===== src/rtl/sat_cnt.sv =====
`default_nettype none
// +----------------------------------------------------------------------+
// | sat_cnt                                                              |
// | Up-counter with synchronous clear that sticks at its maximum value.  |
// | Rev 1.0 - initial release                                            |
// +----------------------------------------------------------------------+
module sat_cnt #(
  parameter int W = 8
) (
  input  logic         clk,
  input  logic         rst_n,
  input  logic         clr,
  input  logic         inc,
  output logic [W-1:0] cnt
);

  localparam logic [W-1:0] C_MAX = '1;

  logic [W-1:0] r_cnt;

  // Clear wins over increment; increment stops at all-ones instead of wrapping.
  always_ff @(posedge clk or negedge rst_n) begin
    if (!rst_n) begin
      r_cnt <= '0;
    end else if (clr) begin
      r_cnt <= '0;
    end else if (inc && (r_cnt != C_MAX)) begin
      r_cnt <= r_cnt + 1'b1;
    end
  end

  assign cnt = r_cnt;

endmodule
`default_nettype wire


===== config.mk =====
export PLATFORM = sky130hd
export DESIGN_NAME = sat_cnt
export DESIGN_NICKNAME = d
export VERILOG_FILES = /design/src/rtl/sat_cnt.sv
export SDC_FILE = /design/constraint.sdc
export NUM_CORES = 1
export LEC_CHECK = 0
export BUFFER_PORTS_ARGS = -buffer_cell sky130_fd_sc_hd__buf_2
export CAP_MARGIN = 15
export CORE_MARGIN = 2
export CORE_UTILIZATION = 35
export CTS_CLUSTER_DIAMETER = 60
export DETAILED_ROUTE_END_ITERATION = 8
export PLACE_DENSITY = 0.55
export REMOVE_ABC_BUFFERS = 1
export SKIP_LAST_GASP = 1
export SLEW_MARGIN = 10
export SYNTH_ARGS = -nofsm -noshare
export SYNTH_HDL_FRONTEND = slang
export SYNTH_SLANG_ARGS = --single-unit

===== constraint.sdc =====
create_clock -name clk -period 2.9 [get_ports clk]
set_input_delay 0.58 -clock clk [delete_from_list [all_inputs] [get_ports clk]]
set_output_delay 0.58 -clock clk [all_outputs]
set_load 0.03 [all_outputs]

==> results by group <==
Outcome
  • Status: finished, final reports clean

Clocking
  • Cts hold-fix bufs: 0
  • Clock sinks: 8
  • # resized after CTS: 0
  • Worst-Skew Late Latency: 270 ps
  • CTS tree: done
  • TritonCTS buffer count: 3
  • Post-CTS Setup Inserts: 0
  • CTS root buffer: clkbuf_4
  • Clk slew on worst S/H paths: 70 ps
  • Clk buf depth: 2
  • H-tree depth: 1

Routing
  • DR top layer: met4
  • DR WL/cell: 13.6 um
  • Total number of vias: 427
  • Vias per cell: 5.62
  • M1 WL: 483 um
  • DRC Markers: 0
  • Drt first pass iters: 4
  • DR WL met3: 58 um
  • Final WL: 1030 um
  • Final ANT Viol Nets: 0
  • DRT iter0 DRCs: 9
  • Met2 routed WL: 471 um

Final layout
  • Total Nets Final: 68
  • Post-layout util: 0.435
  • Max reg flops: 8
  • Antenna diodes: 0
  • Fraction of layout cells with a size suffix above 1: 0.295
  • Area delta synth->final: 18.9%
  • Final cell count without fillers: 76

Setup path
  • Critical path data required time: 3050 ps
  • Reg2reg setup slack: 1190 ps
  • Setup Crit Path Kind: reg2reg
  • Max FO, Critical Path: 7
  • Worst Setup End Kind: flop
  • Setup crit start kind: flop
  • Crit path DAT: 1850 ps

Hold path
  • Worst Hold Class: in2async

Power
  • Net Sw Power: 0.0670 mW
  • LEAKAGE: 0.255 nW
  • Sequential Power Share: 0.496
  • Internal power: 0.171 mW
  • Comb power frac: 0.104
  • Clock share of power: 0.400
  • Maximum vdd drop: 0.000134 V
  • Switching Fraction: 0.282
  • Cell area power density: 431 nW/um^2

Yosys
  • Post-synth EDFFs: 0
  • Most common library cells after synthesis: dfrtp_1 (8), nor3_1 (4), a21oi_1 (3), nand2b_1 (3), nor2b_1 (3)
  • Distinct cells, synth: 28
  • Asr flop ratio synth: 1.00
  • Fraction of post-synthesis cell area in the top cell type by area: 0.431
  • Synth warn: 0
  • Most common cell in the netlist: dfrtp_1
  • Post-Syn Instances: 49
  • Synth area leaders: dfrtp_1 (43%), mux2_2 (4.9%), nor3_1 (4.3%)
  • Yosys reg bits: 8
  • Post-synth top flop: dfrtp_1
  • Leading area contributor after synthesis: dfrtp_1
  • Mean Syn Cell Area: 9.47 um^2
  • Sequential element share of the synthesized area: 0.431
  • Mapped Area: 464 um^2

Timing
  • RSZ-0062 raised after global routing: false
  • Clock Skew: 10.3 ps
  • Setup TNS: 0 ps
  • Worst Max-Slew Pin Slew: 368 ps
  • Fmax: 586 MHz
  • Setup ws final: 1190 ps
  • Endpoints failing setup: 0
  • Share of the clock period used by the worst path: 0.589
  • Final slew viol count: 0
  • Final hold vios: 0
  • Post-layout min period: 1710 ps
  • Relative slew margins: 0.748

Floorplan
  • # IOs: 12
  • Std cell rows: 13
  • Initial Util: 0.366
  • Die X-Extent: 40.4 um
  • Die area: 1630 um^2
  • Die Y: 40.4 um
  • Core area: 1270 um^2

Place
  • Post-Place Setup Slack: 1200 ps
  • RD Place Congestion: 0.790
  • Dpl cells: 73
  • IO buf count: 11
  • HPWL after DPL: 721 um

Global routing
  • Global-route wire length before repair: 1570 um
  • Initial antenna violation count: 0
  • GRT Util Overall: 0.152
  • Gr ovfl total: 0
  • Vias in the first global route: 347
  • Pin count of the biggest net entering global routing: 12

Job
  • Max-Cap Viols: 0
==> path summary, 6_finish.rpt <==
check	startpoint	to	cells after the start
max in group asynchronous	rst_n	cnt[0]$_DFFE_PN0P_	1
min in group clk	cnt[7]$_DFFE_PN0P_	cnt[7]$_DFFE_PN0P_	2
max	cnt[0]$_DFFE_PN0P_	cnt[0]$_DFFE_PN0P_	4
min	rst_n	cnt[5]$_DFFE_PN0P_	1
min reg2reg	cnt[7]$_DFFE_PN0P_	cnt[7]$_DFFE_PN0P_	2
max reg2reg	cnt[0]$_DFFE_PN0P_	cnt[0]$_DFFE_PN0P_	4
==> metal layers <==
metal / track usage / vias to the layer above
met3: 0.0333 / 4
met5: 0 / -
met1: 0.191 / 201
li1: - / 210
met4: 0.100 / 0
met2: 0.230 / 12
==> layout by cell type, fill, tap and decap left out <==
| cell type | Yosys | routed |
|---|---|---|
| and4_1 | 1 | 1 |
| a2111oi_0 | 1 | 1 |
| mux2i_1 | 1 | 1 |
| a41oi_1 | 1 | 1 |
| and3_1 | 1 | 1 |
| nor2b_1 | 3 | 3 |
| a211oi_1 | 1 | 1 |
| nand4_1 | 1 | 1 |
| mux2_2 | 2 | 2 |
| clkbuf_4 | 0 | 3 |
| dfrtp_1 | 8 | 8 |
| ha_1 | 1 | 1 |
| buf_2 | 1 | 11 |
| nor3b_1 | 1 | 1 |
| nand3_1 | 2 | 2 |
| inv_1 | 2 | 2 |
| nand2_1 | 2 | 2 |
| or3_1 | 1 | 1 |
| and4_2 | 1 | 1 |
| o21ai_0 | 1 | 1 |
| a21oi_1 | 3 | 3 |
| nor4_1 | 1 | 1 |
| nand3_2 | 1 | 1 |
| nor2_1 | 2 | 2 |
| a21boi_1 | 1 | 1 |
| nor3_1 | 4 | 4 |
| nand2b_1 | 3 | 3 |
| a31oi_1 | 1 | 1 |
==> kinds of logic (layout without fill, tap and decap cells) <==
kind of cell	count (synthesis)	after routing	share of synthesized area
AOI/OAI and AO/OA	9	9	0.127
and+or+nand+nor	24	24	0.310
adders and majority gates	1	1	0.0269
muxes	3	3	0.0701
buffers and inverters	4	16	0.0350
DFF	8	8	0.431
==> final cells by class <==
| type | instances | area, um^2 |
|---|---|---|
| clock buffers | 3 | 22.5 |
| fillers | 135 | 717 |
| inverters | 2 | 7.51 |
| multi-input cells | 37 | 248 |
| flip-flops and latches | 8 | 200 |
| well taps | 15 | 18.8 |
| repair buffers | 11 | 55.1 |
==> metrics by stage <==
step / instance area, um^2 / total power [mW] / hold WS [ps]
2_1_floorplan: 455 / 0.133 / 284
3_3_place_gp: 529 / 0.146 / 443
3_5_place_dp: 529 / 0.145 / 441
4_1_cts: 552 / 0.238 / 159
5_1_grt: 552 / 0.245 / 165
6_report: 552 / 0.238 / 140
==> worst max-delay path: stages (launching register included) <==
cell,delay [ps]
dfrtp_1,420
ha_1,300
and4_2,290
a21boi_1,220
mux2_2,360
==> power groups by stage <==
stage | clock network, mW | logic, mW | registers (mW)
2_1_floorplan | 0 | 0.00827 | 0.125
3_3_place_gp | 0 | 0.0260 | 0.120
3_5_place_dp | 0 | 0.0252 | 0.120
4_1_cts | 0.0944 | 0.0254 | 0.118
5_1_grt | 0.0988 | 0.0274 | 0.119
6_report | 0.0950 | 0.0248 | 0.118
Note: power is estimated with default switching activity, not from simulation.
